[config.mk]
export PLATFORM = sky130hd
export DESIGN_NAME = text_console_ctrl
export DESIGN_NICKNAME = d
export VERILOG_FILES = /design/src/rtl/text_console_ctrl.sv
export SDC_FILE = /design/constraint.sdc
export NUM_CORES = 1
export LEC_CHECK = 0
export BUFFER_PORTS_ARGS = -buffer_cell sky130_fd_sc_hd__buf_2
export CORE_MARGIN = 2
export CORE_UTILIZATION = 30
export CTS_CLUSTER_DIAMETER = 50
export CTS_CLUSTER_SIZE = 30
export DETAILED_ROUTE_END_ITERATION = 6
export PLACE_DENSITY = 0.53
export SYNTH_ARGS = -nofsm -noshare
export SYNTH_HDL_FRONTEND = slang
export SYNTH_SLANG_ARGS = --single-unit
[constraint.sdc]
create_clock -name cpu_clk -period 2.5 [get_ports cpu_clk]
set_input_delay 0.5 -clock cpu_clk [delete_from_list [all_inputs] [get_ports cpu_clk]]
set_output_delay 0.5 -clock cpu_clk [all_outputs]
set_load 0.02 [all_outputs]
[src/rtl/text_console_ctrl.sv]
// Text-layer terminal engine: turns a ready/valid byte stream into TXBL writes with
// cursor tracking, scroll and clear. Optional TAB handling under `TXCON_TAB_EN.
module text_console_ctrl #(
  parameter int         ROWS      = 30,
  parameter int         COLS      = 32,
  parameter logic [7:0] FILL_CHAR = 8'h20
) (
  input  logic       cpu_clk,
  input  logic       rst,
  input  logic       char_valid,
  input  logic [7:0] char_data,
  input  logic       char_color,
  output logic       char_ready,
  output logic       busy,
  output logic [4:0] cursor_row,
  output logic [4:0] cursor_col,
  input  logic       cpu_we,
  input  logic [9:0] cpu_addr,
  input  logic [7:0] cpu_data,
  output logic       txbl_we,
  output logic [9:0] txbl_waddr,
  output logic [7:0] txbl_wdata,
  output logic [9:0] txbl_raddr,
  input  logic [7:0] txbl_rdata
);

  localparam logic [2:0] S_IDLE    = 3'd0;
  localparam logic [2:0] S_PUT     = 3'd1;
  localparam logic [2:0] S_PUT_BS  = 3'd2;
  localparam logic [2:0] S_COPY_RD = 3'd3;
  localparam logic [2:0] S_COPY_WR = 3'd4;
  localparam logic [2:0] S_BLANK   = 3'd5;
  localparam logic [2:0] S_CLEAR   = 3'd6;

  localparam logic [4:0] LAST_ROW = 5'(ROWS - 1);
  localparam logic [4:0] PEN_ROW  = 5'(ROWS - 2);
  localparam logic [4:0] LAST_COL = 5'(COLS - 1);

  logic [2:0] r_state;
  logic [4:0] r_row;
  logic [4:0] r_col;
  logic [4:0] r_cnt_r;
  logic [4:0] r_cnt_c;
  logic [7:0] r_char;
  logic [9:0] r_raddr;

  logic       w_eng_we;
  logic [9:0] w_eng_addr;
  logic [7:0] w_eng_data;
  logic       w_stall;
  logic       w_accept;
  logic [9:0] w_raddr;
  logic [2:0] w_adv_state;
  logic [4:0] w_adv_row;

  // Valid/ready: a byte transfers on the rising edge where char_valid and
  // char_ready are both high; char_ready is only offered in IDLE, outside reset.
  assign char_ready = (r_state == S_IDLE) & ~rst;
  assign w_accept   = char_valid & char_ready;
  assign busy       = (r_state != S_IDLE);
  assign cursor_row = r_row;
  assign cursor_col = r_col;

  always_comb begin
    w_eng_we   = 1'b0;
    w_eng_addr = {r_row, r_col};
    w_eng_data = FILL_CHAR;
    case (r_state)
      S_PUT: begin
        w_eng_we   = 1'b1;
        w_eng_data = r_char;
      end
      S_PUT_BS: w_eng_we = 1'b1;
      S_COPY_WR: begin
        w_eng_we   = 1'b1;
        w_eng_addr = {r_cnt_r, r_cnt_c};
        w_eng_data = txbl_rdata;
      end
      S_BLANK: begin
        w_eng_we   = 1'b1;
        w_eng_addr = {LAST_ROW, r_cnt_c};
      end
      S_CLEAR: begin
        w_eng_we   = 1'b1;
        w_eng_addr = {r_cnt_r, r_cnt_c};
      end
      default: ;
    endcase
    if (rst) w_eng_we = 1'b0;
  end

  // CPU direct writes own the port; a colliding engine write retries next cycle.
  assign w_stall    = cpu_we & w_eng_we;
  assign txbl_we    = cpu_we | w_eng_we;
  assign txbl_waddr = cpu_we ? cpu_addr : w_eng_addr;
  assign txbl_wdata = cpu_we ? cpu_data : w_eng_data;

  // Read address is held outside COPY_RD so a stalled COPY_WR keeps valid rdata.
  assign w_raddr    = (r_state == S_COPY_RD) ? {r_cnt_r + 5'd1, r_cnt_c} : r_raddr;
  assign txbl_raddr = w_raddr;

  assign w_adv_state = (r_row == LAST_ROW) ? S_COPY_RD : S_IDLE;
  assign w_adv_row   = (r_row == LAST_ROW) ? r_row : r_row + 5'd1;

`ifdef TXCON_TAB_EN
  logic [5:0] w_tab_col;
  logic       w_tab_wrap;
  assign w_tab_col  = ({1'b0, r_col} | 6'd3) + 6'd1;
  assign w_tab_wrap = (w_tab_col >= 6'(COLS));
`endif

  always_ff @(posedge cpu_clk) begin
    if (rst) begin
      r_state <= S_IDLE;
      r_row   <= 5'd0;
      r_col   <= 5'd0;
      r_cnt_r <= 5'd0;
      r_cnt_c <= 5'd0;
      r_char  <= FILL_CHAR;
      r_raddr <= 10'd0;
    end else begin
      r_raddr <= w_raddr;
      case (r_state)
        S_IDLE: if (w_accept) begin
          if (char_data[6:0] >= 7'h20) begin
            r_char  <= {char_color, char_data[6:0]};
            r_state <= S_PUT;
          end else begin
            case (char_data)
              8'h0A: begin
                r_col   <= 5'd0;
                r_row   <= w_adv_row;
                r_state <= w_adv_state;
                r_cnt_r <= 5'd0;
                r_cnt_c <= 5'd0;
              end
              8'h0D: r_col <= 5'd0;
              8'h08: if (r_col != 5'd0) begin
                r_col   <= r_col - 5'd1;
                r_state <= S_PUT_BS;
              end
              8'h0C: begin
                r_cnt_r <= 5'd0;
                r_cnt_c <= 5'd0;
                r_state <= S_CLEAR;
              end
`ifdef TXCON_TAB_EN
              8'h09: if (w_tab_wrap) begin
                r_col   <= 5'd0;
                r_row   <= w_adv_row;
                r_state <= w_adv_state;
                r_cnt_r <= 5'd0;
                r_cnt_c <= 5'd0;
              end else begin
                r_col <= w_tab_col[4:0];
              end
`endif
              default: ;
            endcase
          end
        end
        S_PUT: if (!w_stall) begin
          if (r_col != LAST_COL) begin
            r_col   <= r_col + 5'd1;
            r_state <= S_IDLE;
          end else begin
            r_col   <= 5'd0;
            r_row   <= w_adv_row;
            r_state <= w_adv_state;
            r_cnt_r <= 5'd0;
            r_cnt_c <= 5'd0;
          end
        end
        S_PUT_BS: if (!w_stall) r_state <= S_IDLE;
        S_COPY_RD: r_state <= S_COPY_WR;
        S_COPY_WR: if (!w_stall) begin
          if (r_cnt_c == LAST_COL) begin
            r_cnt_c <= 5'd0;
            if (r_cnt_r == PEN_ROW) begin
              r_state <= S_BLANK;
            end else begin
              r_cnt_r <= r_cnt_r + 5'd1;
              r_state <= S_COPY_RD;
            end
          end else begin
            r_cnt_c <= r_cnt_c + 5'd1;
            r_state <= S_COPY_RD;
          end
        end
        S_BLANK: if (!w_stall) begin
          r_cnt_c <= r_cnt_c + 5'd1;
          if (r_cnt_c == LAST_COL) r_state <= S_IDLE;
        end
        S_CLEAR: if (!w_stall) begin
          if (r_cnt_c == LAST_COL) begin
            r_cnt_c <= 5'd0;
            if (r_cnt_r == LAST_ROW) begin
              r_row   <= 5'd0;
              r_col   <= 5'd0;
              r_state <= S_IDLE;
            end else begin
              r_cnt_r <= r_cnt_r + 5'd1;
            end
          end else begin
            r_cnt_c <= r_cnt_c + 5'd1;
          end
        end
        default: r_state <= S_IDLE;
      endcase
    end
  end

endmodule

== Yosys cells after proc, flatten, opt, wreduce, memory -nomap -nowiden ==
Cells that the tools add are included.
Widths: inputs -> output; s select.
Word-level totals
  output and inout bits: 41
  bits in latches: 0
  word-level logic and storage cells: 127
  memory bits (writable): 0
  bits in read-only memories: 0
  memories: 0
  bits of input ports: 39
  register bits after elaboration: 41
Operators by class
  add/sub/neg operators: 5
  bitwise logic cells: 5
  div/mod/pow operators: 0
  $lt $le $gt $ge: 1
  reductions and logical operators: 16
  shift-type cells: 0
  multiply operators: 0
  multiplexer cells: 57
  equal/unequal tests: 36
Operators by type and width (count)
  $mux 5: 28
  $pmux 5 s4: 2
  $mux 3: 13
  $eq 8x4->1 const B: 4
  $ne 2x2->1 const B: 16
  $pmux 5 s3: 2
  $pmux 3 s7: 1
  $add 5x1->5 const B: 4
  $eq 5x5->1 const B: 4
  $mux 10: 2
  $pmux 10 s2: 1
  $reduce_and 9->1: 2
  $pmux 8 s2: 1
  $reduce_and 12->1: 1
  $reduce_and 11->1: 1
  $pmux 5 s2: 1
  $eq 3x3->1 const B: 3
  $pmux 3 s3: 1
  $mux 8: 1
  $reduce_and 8->1: 1
  $reduce_bool 4->1: 2
  $ge 7x6->1 const B: 1
  $eq 3x2->1 const B: 2
  $reduce_bool 3->1: 2
  18 further kinds: 24

== Depth between registers and ports, before layout ==
  depth in word-level cells: 7
  depth in mapped cells: 9
  depth with buffers taken out: 8

== Worst setup path before layout ==
OpenSTA, ideal clock, no wires.
  path type: reg-to-output
  start: reg r_state[2]
  end: out txbl_waddr[5]
  arrival time: 1.936 ns
  path buffers: 3
  required time: 2.000 ns
  cell stages (with the launch flop): 7
  path slack: 0.064 ns
  cell sequence: dfxtp_1 > buf_2 > buf_2 > a21boi_1 > clkbuf_1 > o22ai_1 > o21ai_0
On the way
  word-level cells in the longest chain between the ends: 4
RTL lines
  from (decl): RTL line 39  | logic [2:0] r_state;
  from (signal assigned): RTL line 133  | r_state <= w_adv_state;
  from (signal assigned): RTL line 169  | r_state <= w_adv_state;
  $eq 3x3->1: RTL line 68  | case (r_state)
  $reduce_or 2->1 (no source line)
  $pmux 10 s2 *: RTL line 68
  $mux 10 *: RTL line 95  | assign txbl_waddr = cpu_we ? cpu_addr : w_eng_addr;
  to (decl): RTL line 21  | output logic [9:0] txbl_waddr,
Every way passes the cells marked *; elsewhere a longest branch is shown, timed or not.

== Final worst setup path ==
  start: reg r_cnt_c[0]
  end: reg r_row[1] (netlist: cursor_row[1])
On the way
  word-level cells in the longest chain between the ends: 3
RTL lines
  from (decl): RTL line 43  | logic [4:0] r_cnt_c;
  from (signal assigned): RTL line 186  | r_cnt_c <= r_cnt_c + 5'd1;
  from (signal assigned): RTL line 191  | r_cnt_c <= r_cnt_c + 5'd1;
  from (signal assigned): RTL line 205  | r_cnt_c <= r_cnt_c + 5'd1;
  $eq 5x5->1: RTL line 195  | if (r_cnt_c == LAST_COL) begin
  $ne 2x2->1 (no source line)
  $reduce_and 9->1 (no source line)
  to (signal assigned): RTL line 132  | r_row <= w_adv_row;
  to (signal assigned): RTL line 168  | r_row <= w_adv_row;
  to (decl): RTL line 40  | logic [4:0] r_row;
Every way passes these cells.
A chain may end at the register's enable or synchronous reset.

==> impl_metrics.env <==
export IMPL_synth_compound_area_share_pct=26.6
export IMPL_final_max_slew_viol_count=0
export IMPL_core_area_um2=9330
export IMPL_wl_per_cell_um=15.6
export IMPL_grt_use_total_pct=18.2
export IMPL_dp_cells=582
export IMPL_grt_max_degree=30
export IMPL_synth_yosys_seq_area_share_pct=28.2
export IMPL_die_w_um=102
export IMPL_synth_nets=421
export IMPL_die_y_um=102
export IMPL_setup_viol=0
export IMPL_crit_chain="ha_1 -> and3_1 -> ha_1 -> nand4b_1 -> nand3b_1 -> a21o_1 -> o311ai_0 -> o41ai_1"
export IMPL_final_cells=590
export IMPL_synth_adder_area_share_pct=4.73
export IMPL_cp_required_ns=2.68
export IMPL_cts_buffer_depth=2
export IMPL_fin_nets=510
export IMPL_final_common_cell="buf_2"
export IMPL_cts_inserted_buffers=5
export IMPL_seqCellArea_um2=825
export IMPL_synth_edf_count=0
export IMPL_multi_input_comb_area_um2=1950
export IMPL_start_util_pct=31.2
export IMPL_critPathMaxFanout=8
export IMPL_place_ws_ns=0.121
export IMPL_hold_violations=0
export IMPL_post_cts_buffers=0
export IMPL_setup_tns_ns=0
export IMPL_fill_cells=974
export IMPL_synthXorXnorAreaFrac_pct=1.20
export IMPL_yosys_mux_area_fraction_pct=6.15
export IMPL_period_minus_slack_ns=2.39
export IMPL_grt_overflow_total=0
export IMPL_cts_clk_slew_worst_paths_ns=0.09
export IMPL_die_area_um2=10500
export IMPL_synth_top_family_by_area="simple AND/OR/NAND/NOR gates"
export IMPL_post_dp_hpwl_mm=7.00
export IMPL_drv_cap=0
export IMPL_status="complete, no violations"
export IMPL_syn_inst=371
export IMPL_first_global_vias=2925
export IMPL_synthSimpleGateAreaFrac_pct=27.8
export IMPL_drive_gt1_share_pct=31.7
export IMPL_cp_slowest_cell="dfxtp_1"
export IMPL_antenna_left=0
export IMPL_first_iter_violations=171
export IMPL_tightestPinTransition_ns=0.736
export IMPL_skew_ns=0.00953
export IMPL_grt_pass1_wl_mm=14.8
export IMPL_gp_congestion=0.896
export IMPL_drt_vias_per_instance=5.32
export IMPL_synth_seq_cells=41
export IMPL_ir_drop_mv=0.354
export IMPL_synth_area_leaders="dfxtp_1 (28%), nand2_1 (6.3%), o21ai_0 (5.2%), ha_1 (4.7%), mux2i_1 (3.4%)"
export IMPL_htreeDepth=2
export IMPL_via_count=3140
export IMPL_crit_type="reg2reg"
export IMPL_yosysTopAreaCell="dfxtp_1"
export IMPL_synth_cell_types=61
export IMPL_crit_arrival_ns=2.57
export IMPL_antenna_found_initial=0
export IMPL_leakage_nw=1.56
export IMPL_relSlewSlack_pct=50.6
export IMPL_cts_tree="yes"
export IMPL_diodes=0
export IMPL_wl_mm=9.19
export IMPL_yosys_area_top_type_share_pct=28.2
export IMPL_grt_setup_unrepaired="true"
export IMPL_clock_root_buffer="clkbuf_8"
export IMPL_startpoint_type="register"
export IMPL_yosys_most_used_dff="dfxtp_1"
export IMPL_syn_area_per_cell_um2=7.84
export IMPL_slowest_delay_ns=0.42
export IMPL_drc=0
export IMPL_yosysWarnings=0
export IMPL_hp_class="in2reg"
export IMPL_dr_pass1_iters=6
export IMPL_mostFrequentLayoutCells="buf_2 (79), nand2_1 (49), dfxtp_1 (38)"
export IMPL_syn_to_final_growth_pct=27.5
export IMPL_crit_top_cell="ha_1"
export IMPL_end_kind="register"
export IMPL_synth_area_um2=2910
export IMPL_ys_async_sr_fraction_pct=0
export IMPL_portBuffers=79
export IMPL_rows=35
export IMPL_fin_crit_sh_pct=95.6
export IMPL_ios=80
export IMPL_clk_latency_ns=0.31
export IMPL_cts_sinks=41
export IMPL_fin_ws_ns=0.110
export IMPL_powerDensity_nw_per_um2=639
export IMPL_fmax_ghz=0.418
==> through the flow <==
stage               utilization, %  total power, W  hold slack, ns  cell area (um2)
floorplan                        -         0.00143           0.436             2910
global placement              38.3         0.00177           0.449             3570
detailed placement            38.3         0.00178           0.458             3570
CTS                           39.5         0.00235           0.415             3690
global route                  39.8         0.00252           0.471             3710
finish                        39.8         0.00237           0.419             3710
==> synth_stat cells (4+ instances only) <==
library cell   n
a211oi_1       9
a21oi_1       16
a22oi_1        7
a311oi_1       4
a31o_2         5
a31oi_1        5
and2_1        10
and3_1         4
buf_2          6
clkbuf_1      18
dfxtp_1       41
ha_1          11
inv_1         12
mux2_2         7
mux2i_1       10
nand2_1       49
nand2b_1       5
nand3_1       16
nand3b_1       5
nand4_1        4
nor2_1        23
nor3_1         5
o21ai_0       30
o22ai_1        4
o311ai_0       4
o32ai_1        5
or3_1          5
==> critical path: cells and delay by family, from the launching register on <==
| family | cells | cell delay, ns |
|---|---|---|
| AO/OA/AOI/OAI | 3 | 0.85 |
| adder cells (fa/ha/maj) | 2 | 0.45 |
| flip-flops | 1 | 0.42 |
| AND/OR/NAND/NOR | 3 | 0.53 |
==> worst paths after layout <==
path,from,to,slack [ns],cells past startpoint
setup / recovery,r_cnt_c[0],cursor_row[1],0.11,8
hold / removal,char_color,r_char[7],0.42,3
setup reg to reg,r_cnt_c[0],cursor_row[1],0.11,8
hold reg to reg,r_char[6],r_char[6],0.47,2
==> registers in the layout (all words and copies together), names as in the netlist <==
name        count
r_raddr        10
r_cnt_r         5
cursor_row      5
r_char          8
r_state         3
r_cnt_c         5
cursor_col      5
==> area by class of cell <==
type	instances	area share, %
Multi-Input combinational cell	292	52.7
Timing Repair Buffer	107	16.3
Sequential cell	41	22.2
Clock buffer	5	1.86
Tap cell	129	4.35
Inverter	13	1.32
Clock inverter	3	1.25
==> kinds of logic after synthesis <==
family	count (synthesis)
fa+ha+maj	11
flops	41
xor+xnor	4
simple gates	149
mux	17
buf+inv	38
compound gates	111
==> per-layer routing <==
| metal | vias to the layer above | part of all wire [%] | GRT usage [%] |
|---|---|---|---|
| met5 | - | 0 | 0 |
| met4 | 0 | 1.7 | 6.67 |
| met3 | 11 | 3.5 | 3.42 |
| met2 | 58 | 48 | 28.6 |
| met1 | 1512 | 47 | 24.8 |
| li1 | 1559 | - | - |
==> power by group <==
part	total [W]	internal, W	switching [W]
Clock	0.000570	0.000299	0.000270
Sequential	0.000773	0.000696	0.0000776
Combinational	0.00103	0.000401	0.000625
==> timing repair <==
action | in CTS | in global routing
gates resized for setup | 1 | 5
hold buffers | 0 | 0
hold endpoints to repair | 0 | 0
endpoints found under the setup margin | 14 | 27
Note: power is estimated with default switching activity, not from simulation.
